File: config.mk
export PLATFORM = sky130hd
export DESIGN_NAME = snitch_lsu_tcdm_adapter
export DESIGN_NICKNAME = d
export VERILOG_FILES = /design/src/rtl/snitch_lsu_tcdm_adapter.sv
export SDC_FILE = /design/constraint.sdc
export NUM_CORES = 1
export LEC_CHECK = 0
export BUFFER_PORTS_ARGS = -buffer_cell sky130_fd_sc_hd__buf_2
export CAP_MARGIN = 15
export CORE_MARGIN = 1.5
export CORE_UTILIZATION = 42
export CTS_BUF_LIST = sky130_fd_sc_hd__clkbuf_8
export DETAILED_ROUTE_END_ITERATION = 6
export GPL_TIMING_DRIVEN = 0
export PLACE_DENSITY_LB_ADDON = 0.3
export REMOVE_ABC_BUFFERS = 1
export SETUP_SLACK_MARGIN = 0.5
export SYNTH_ARGS = -nofsm -noshare
export SYNTH_HDL_FRONTEND = slang
export SYNTH_SLANG_ARGS = --single-unit
File: constraint.sdc
create_clock -name clk_i -period 2.89 [get_ports clk_i]
set_input_delay 0.289 -clock clk_i [delete_from_list [all_inputs] [get_ports clk_i]]
set_output_delay 0.289 -clock clk_i [all_outputs]
set_load 0.05 [all_outputs]
File: src/rtl/snitch_lsu_tcdm_adapter.sv
// LSU-to-TCDM bank adapter: credit-limited issue, fixed-latency response pipe, fall-through response FIFO.
// Define SNITCH_TCDM_ADAPTER_ERR_EN to store mem_err_i per response and forward it on in_perror_o.
module snitch_lsu_tcdm_adapter #(
    parameter int unsigned NumOutstanding = 4,
    parameter int unsigned MemLatency     = 1,
    localparam int unsigned IdWidth = (NumOutstanding > 1) ? $clog2(NumOutstanding) : 1
) (
    input  logic               clk_i,
    input  logic               rst_i,
    input  logic [31:0]        in_qaddr_i,
    input  logic               in_qwrite_i,
    input  logic [3:0]         in_qamo_i,
    input  logic [31:0]        in_qdata_i,
    input  logic [3:0]         in_qstrb_i,
    input  logic [IdWidth-1:0] in_qid_i,
    input  logic               in_qvalid_i,
    output logic               in_qready_o,
    output logic [31:0]        in_pdata_o,
    output logic               in_perror_o,
    output logic [IdWidth-1:0] in_pid_o,
    output logic               in_pvalid_o,
    input  logic               in_pready_i,
    output logic               mem_req_o,
    input  logic               mem_gnt_i,
    output logic [31:0]        mem_addr_o,
    output logic               mem_we_o,
    output logic [3:0]         mem_amo_o,
    output logic [31:0]        mem_wdata_o,
    output logic [3:0]         mem_be_o,
    input  logic [31:0]        mem_rdata_i,
    input  logic               mem_err_i
);
    localparam int unsigned CntWidth = $clog2(NumOutstanding + 1);
    localparam int unsigned PtrWidth = IdWidth;
    localparam logic [CntWidth-1:0] MaxCnt = CntWidth'(NumOutstanding);

    function automatic logic [PtrWidth-1:0] ptr_inc(input logic [PtrWidth-1:0] ptr);
        return (ptr == PtrWidth'(NumOutstanding - 1)) ? '0 : ptr + 1'b1;
    endfunction

    logic [CntWidth-1:0] cnt_q, cnt_d;
    logic [CntWidth-1:0] usage_q, usage_d;
    logic [PtrWidth-1:0] wr_ptr_q, wr_ptr_d, rd_ptr_q, rd_ptr_d;
    logic [MemLatency-1:0] pipe_vld_q;
    logic [IdWidth-1:0]    pipe_id_q [MemLatency];
    logic [31:0]           data_q [NumOutstanding];
    logic [IdWidth-1:0]    id_q   [NumOutstanding];

    logic can_issue, accept, push, pop, empty, store, deq;

    assign mem_addr_o  = in_qaddr_i;
    assign mem_we_o    = in_qwrite_i;
    assign mem_amo_o   = in_qamo_i;
    assign mem_wdata_o = in_qdata_i;
    assign mem_be_o    = in_qstrb_i;

    assign can_issue   = cnt_q < MaxCnt;
    assign mem_req_o   = in_qvalid_i && can_issue && !rst_i;
    assign in_qready_o = mem_gnt_i && can_issue && !rst_i;
    assign accept      = in_qvalid_i && in_qready_o;

    // Response side: pipe exit feeds the FIFO, bypassing storage when it is empty.
    assign push        = pipe_vld_q[MemLatency-1] && !rst_i;
    assign empty       = (usage_q == '0);
    assign in_pvalid_o = (!empty || push) && !rst_i;
    assign pop         = in_pvalid_o && in_pready_i;
    assign store       = push && !(empty && pop);
    assign deq         = pop && !empty;
    assign in_pdata_o  = empty ? mem_rdata_i : data_q[rd_ptr_q];
    assign in_pid_o    = empty ? pipe_id_q[MemLatency-1] : id_q[rd_ptr_q];

    always_comb begin
        cnt_d = cnt_q;
        if (accept && !pop) cnt_d = cnt_q + 1'b1;
        else if (!accept && pop) cnt_d = cnt_q - 1'b1;
        usage_d = usage_q;
        if (store && !deq) usage_d = usage_q + 1'b1;
        else if (!store && deq) usage_d = usage_q - 1'b1;
        wr_ptr_d = store ? ptr_inc(wr_ptr_q) : wr_ptr_q;
        rd_ptr_d = deq ? ptr_inc(rd_ptr_q) : rd_ptr_q;
    end

    always_ff @(posedge clk_i) begin
        if (rst_i) begin
            cnt_q      <= '0;
            usage_q    <= '0;
            wr_ptr_q   <= '0;
            rd_ptr_q   <= '0;
            pipe_vld_q <= '0;
        end else begin
            cnt_q    <= cnt_d;
            usage_q  <= usage_d;
            wr_ptr_q <= wr_ptr_d;
            rd_ptr_q <= rd_ptr_d;
            for (int i = MemLatency - 1; i > 0; i--) pipe_vld_q[i] <= pipe_vld_q[i-1];
            pipe_vld_q[0] <= accept;
        end
    end

    // Payload storage carries no reset; validity is tracked by the control state above.
    always_ff @(posedge clk_i) begin
        for (int i = MemLatency - 1; i > 0; i--) pipe_id_q[i] <= pipe_id_q[i-1];
        pipe_id_q[0] <= in_qid_i;
        if (store) begin
            data_q[wr_ptr_q] <= mem_rdata_i;
            id_q[wr_ptr_q]   <= pipe_id_q[MemLatency-1];
        end
    end

`ifdef SNITCH_TCDM_ADAPTER_ERR_EN
    logic err_q [NumOutstanding];

    assign in_perror_o = empty ? mem_err_i : err_q[rd_ptr_q];

    always_ff @(posedge clk_i) begin
        if (store) err_q[wr_ptr_q] <= mem_err_i;
    end
`else
    logic unused_err;

    assign unused_err  = mem_err_i;
    assign in_perror_o = 1'b0;
`endif

endmodule

Word-level counts from Yosys, hierarchy flattened
Memory sizes are Yosys's and may differ from the RTL's. A register that Yosys moved wholly into a read port is not among the register bits. Cells that the tools add are included.

Flip-flop bits (word level): 11. Bits in latches: 0. Memory bits (writable): 138. Bits in read-only memories: 0. Bits of input ports: 113. Output and inout port bits: 111. Logic and storage cells: 57. Memories kept: 3.

Add/subtract/negate cells: 6. Multiply operators: 0. Divide/modulo/power cells: 0. Order comparisons: 1. Eq/ne operators: 2. Shift operators: 0. Mux-type cells: 14. Bitwise gates (word level): 0. Reductions and logical operators: 26.

Memories: data_q (depth 4, bits a word 32, rd ports 1, clocked after memory_dff 1, write ports 1, RTL line 46) `logic [31:0] data_q [NumOutstanding];`; id_q (depth 4, bits a word 2, rd ports 1, clocked after memory_dff 1, write ports 1, RTL line 47) `logic [IdWidth-1:0] id_q [NumOutstanding];`; pipe_id_q (depth 1, bits a word 2, rd ports 1, clocked after memory_dff 0, write ports 1, RTL line 45) `logic [IdWidth-1:0] pipe_id_q [MemLatency];`.

Operators with widths (number): 2-to-1 mux 32 bit (1); logical AND 1 bit (15); 2-to-1 mux 2 bit (7); 2-to-1 mux 3 bit (4); zero test 1 bit (7); adder 3 x 1 -> 3 bit (second input constant) (2); subtractor 3 x 1 -> 3 bit (second input constant) (2); adder 2 x 1 -> 2 bit (second input constant) (2); equality test 2 bit (second input constant) (2); nonzero test 2 bit (2); zero test 3 bit (1); less-than comparator 3 bit (second input constant) (1); 2-to-1 mux 1 bit (2); logical OR 1 bit (1).

Longest topological paths before layout
Depth after elaboration: 12. Depth in mapped cells: 10. Gate-level depth less buffers: 8.

Worst setup path before layout
OpenSTA, ideal clock, no wires.

Path type: reg-to-reg. Start: register usage_q[0]. End: register cnt_q[2]. Setup time: 0.071 ns. Arrival: 2.340 ns. Required time: 2.819 ns. Slack: 0.479 ns. Stages on the path, launching flop included: 11. Path buffers: 2. Clock period less this slack: 2.411 ns. Path through: dfxtp_1 -> or3_4 -> buf_6 -> buf_6 -> o21ai_0 -> ha_1 -> inv_1 -> fa_1 -> xor2_1 -> or3_1 -> a21oi_1.

Cells in the longest elaborated chain, start to end: 8. Elaborated cells on any way between the ends: 10. Classes of those cells: mux: 1; reduce/logical: 9.

Ends and longest elaborated chain: start: declaration (RTL line 42) `logic [CntWidth-1:0] usage_q, usage_d;`; start signal: assignment (RTL line 92) `usage_q <= usage_d;`; zero test 3 bit (*) (RTL line 64) `assign empty = (usage_q == '0);`; zero test 1 bit (*) (RTL line 65) `assign in_pvalid_o = (!empty || push) && !rst_i;`; logical OR 1 bit (*) (RTL line 65); logical AND 1 bit (*) (RTL line 65); logical AND 1 bit (*) (RTL line 66) `assign pop = in_pvalid_o && in_pready_i;`; zero test 1 bit (RTL line 74) `if (accept && !pop) cnt_d = cnt_q + 1'b1;`; logical AND 1 bit (RTL line 74); 2-to-1 mux 3 bit or nonzero test 2 bit (tied branches); end signal: assignment (RTL line 91) `cnt_q <= cnt_d;`; end: declaration (RTL line 41) `logic [CntWidth-1:0] cnt_q, cnt_d;`.

Every way passes the cells marked *; elsewhere a longest branch is shown, timed or not. A chain may end at the register's enable or synchronous reset.

==> metrics.txt <==
run status=finished, final reports clean; total CTS buffers=17; slowest CP cell=mux4_1; Die Ht=130 microns; layout cells sized above 1=0.488; Routed WL=18,000 microns; full die area=0.0169 sq mm; largest net degree at the start of global routing=27; detailed-route vias per instance=5.32; synthesized area=0.00678 sq mm; CP peak stage delay=550 ps; Worst Setup End Kind=output port; Pleak=approximately 0.0027 uW; post-synth top area cell=edfxtp_1; Worst Path Arrival=around 2100 ps; DRC=0; Unique masters post-synth=33; CTS tree=yes; Final Skew=13.8 ps; Worst EP required=2600 ps; fmax=422 MHz; crit path max fanout=8; clock root buffer=clkbuf_8; ANT cells=0; total track usage=0.217; Skew-Pair Late Insertion Delay=450 ps; share of the synthesized area in the top cell type=0.602; Seq/Total Area, Yosys=0.646; Peak VDD IR=332 uV; Buf/Inv on CP=2; Synth Register Bits=151; num rows=46; RSZ-0062 raised after global routing=yes; clk slew on worst S/H paths=80 ps; synthesis-to-finish area growth=12.5%; CP Cell Sequence=buf_12 -> mux4_1 -> mux2_2 -> buf_6; min Tclk post-route=2370 ps; Fin. Hold Viols=0; global route overflow=0; TritonCTS Sinks=151; Setup WS pre-CTS=between 150 and 200 ps; most frequent cells in the layout=edfxtp_1 (136), buf_2 (48), mux4_2 (33); Cell Pwr Density=722 mW/mm^2; CTS H-tree depth=4; setup TNS=0 ps; Post-DRT Antenna Nets=0; initial antenna violation count=0; vias in the first global route=between 3,000 and 4,000; CP top delay family=multiplexers; Crit Path Category=reg -> out; 1st-iter DRT viols=around 230; DRT Pass-1 Iters=5; Slew Viols, Final=0; Register Area=0.00439 sq mm; Startpoint Class=flop; Layout Nets=515; gate count of the mapped netlist=between 300 and 400; Ys Warns=0; # Max-Cap Violations=0; commonest non-fill, non-tap cell in the layout=edfxtp_1; final worst-path cycle share=0.821; fill cell count=approximately 1,400; Synth Area per Inst=between 15 and 20 sq um; Hold Crit Class=in -> reg; setup ws final=~520 ps; I/O Buffers=between 70 and 80; core area=roughly 0.016 sq mm; Die W=around 130 microns; Initial Utilization=0.429; gpl congestion=0.706; Reg2Reg Launch Point=usage_q[2]; drt wl/cell=29.0 microns; via count=3,312; I/O pin count=224; min-delay src=mem_rdata_i[14]; CTS Buffer Depth=2; # setup viols final=0; DP HPWL=12,100 microns; Multi-input gate area=0.00171 sq mm; first-pass GRT wire length=24,200 microns; top post-synthesis cells by area=edfxtp_1 (60%), mux4_2 (10%), buf_4 (8.2%), mux2_4 (6.6%), dfxtp_1 (4.4%)
==> per-layer routing <==
metal,GRT usage,part of all wire,vias up
met3,0.189,0.18,20
met1,0.269,0.42,1693
met2,0.260,0.38,201
met5,0.109,0.012,-
li1,-,-,1390
met4,0.0680,0.011,8
==> cells in the mapped netlist <==
master and number:
inv_1 4, ha_1 7, buf_12 3, or3_4 1, nor2b_1 1, buf_4 74, clkbuf_1 2, o21ai_0 3
nand3_1 3, xor2_1 4, nor3_1 1, conb_1 1, mux2_4 30, or3_1 3, mux2_2 4, a21o_1 1
edfxtp_1 136, nor2_1 7, o31ai_1 1, and2_1 6, and3b_1 1, mux4_1 4, fa_1 2, a21oi_1 5
mux4_2 30, buf_6 4, dfxtp_1 15, mux2i_1 2, or4b_4 1, buf_2 4, nand2_1 4, and3_1 2
a211o_1 1
==> kinds of logic (layout without fill, tap and decap cells) <==
group                    count (synthesis)  in the layout  share of synthesized area
multiplexers                            70             70                      0.191
AND/OR/NAND/NOR                         30             31                     0.0251
flip-flops                             151            151                      0.646
XOR/XNOR                                 4              4                    0.00516
other                                    1              1                   0.000553
adder cells (fa/ha/maj)                  9              9                     0.0188
buffers and inverters                   91            129                      0.104
AO/OA/AOI/OAI                           11             11                    0.00941
==> final timing paths <==
check	slack, ps	to	depth (start not counted)
worst min-delay path	70	data_q[3][14]	1
worst max register to register	610	cnt_q[2]	8
worst max-delay path	520	in_pid_o[1]	4
worst min register to register	490	flop	2
==> metrics by stage <==
step	total power (uW)	area, sq um	instances	utilization	hold WS [ps]
floorplan	3380	6100	280	-	317
global placement	3620	6740	571	0.426	394
detailed placement	3630	6870	577	0.434	393
CTS	5390	7390	618	0.467	47.7
global route	5700	7630	622	0.482	47.5
finish	5510	7630	622	0.482	66.1
==> area by class of cell <==
class | instances | area share
flip-flops and latches | 151 | 0.576
inverters | 4 | 0.00197
multi-input cells | 126 | 0.224
well taps | 216 | 0.0354
clock inverters | 14 | 0.0238
clock buffers | 18 | 0.0325
repair buffers | 93 | 0.107
==> state kept, by name (all words and copies together), names as in the netlist, named ones only <==
register / flops
data_q: 128
wr_ptr_q: 2
pipe_vld_q: 1
usage_q: 3
cnt_q: 3
pipe_id_q: 2
rd_ptr_q: 2
id_q: 8
==> what timing repair did <==
| action | 4_1_cts | 5_1_grt |
|---|---|---|
| hold buffers | 2 | 0 |
| resized for setup | 3 | 84 |
| cloned | 1 | 4 |
| buffers inserted | 6 | 0 |
| pin swaps | 1 | 0 |
| setup endpoints to repair | 38 | 31 |
| endpoints found under the hold margin | 2 | 0 |
==> where the power goes <==
group,leakage (uW),switching [uW],total (uW),internal [uW]
registers,0.00135,38.0,2440,2410
clock network,0.000206,759,1710,952
logic,0.00111,758,1350,596
total,0.00266,1560,5510,3950
Note: power is estimated with default switching activity, not from simulation.
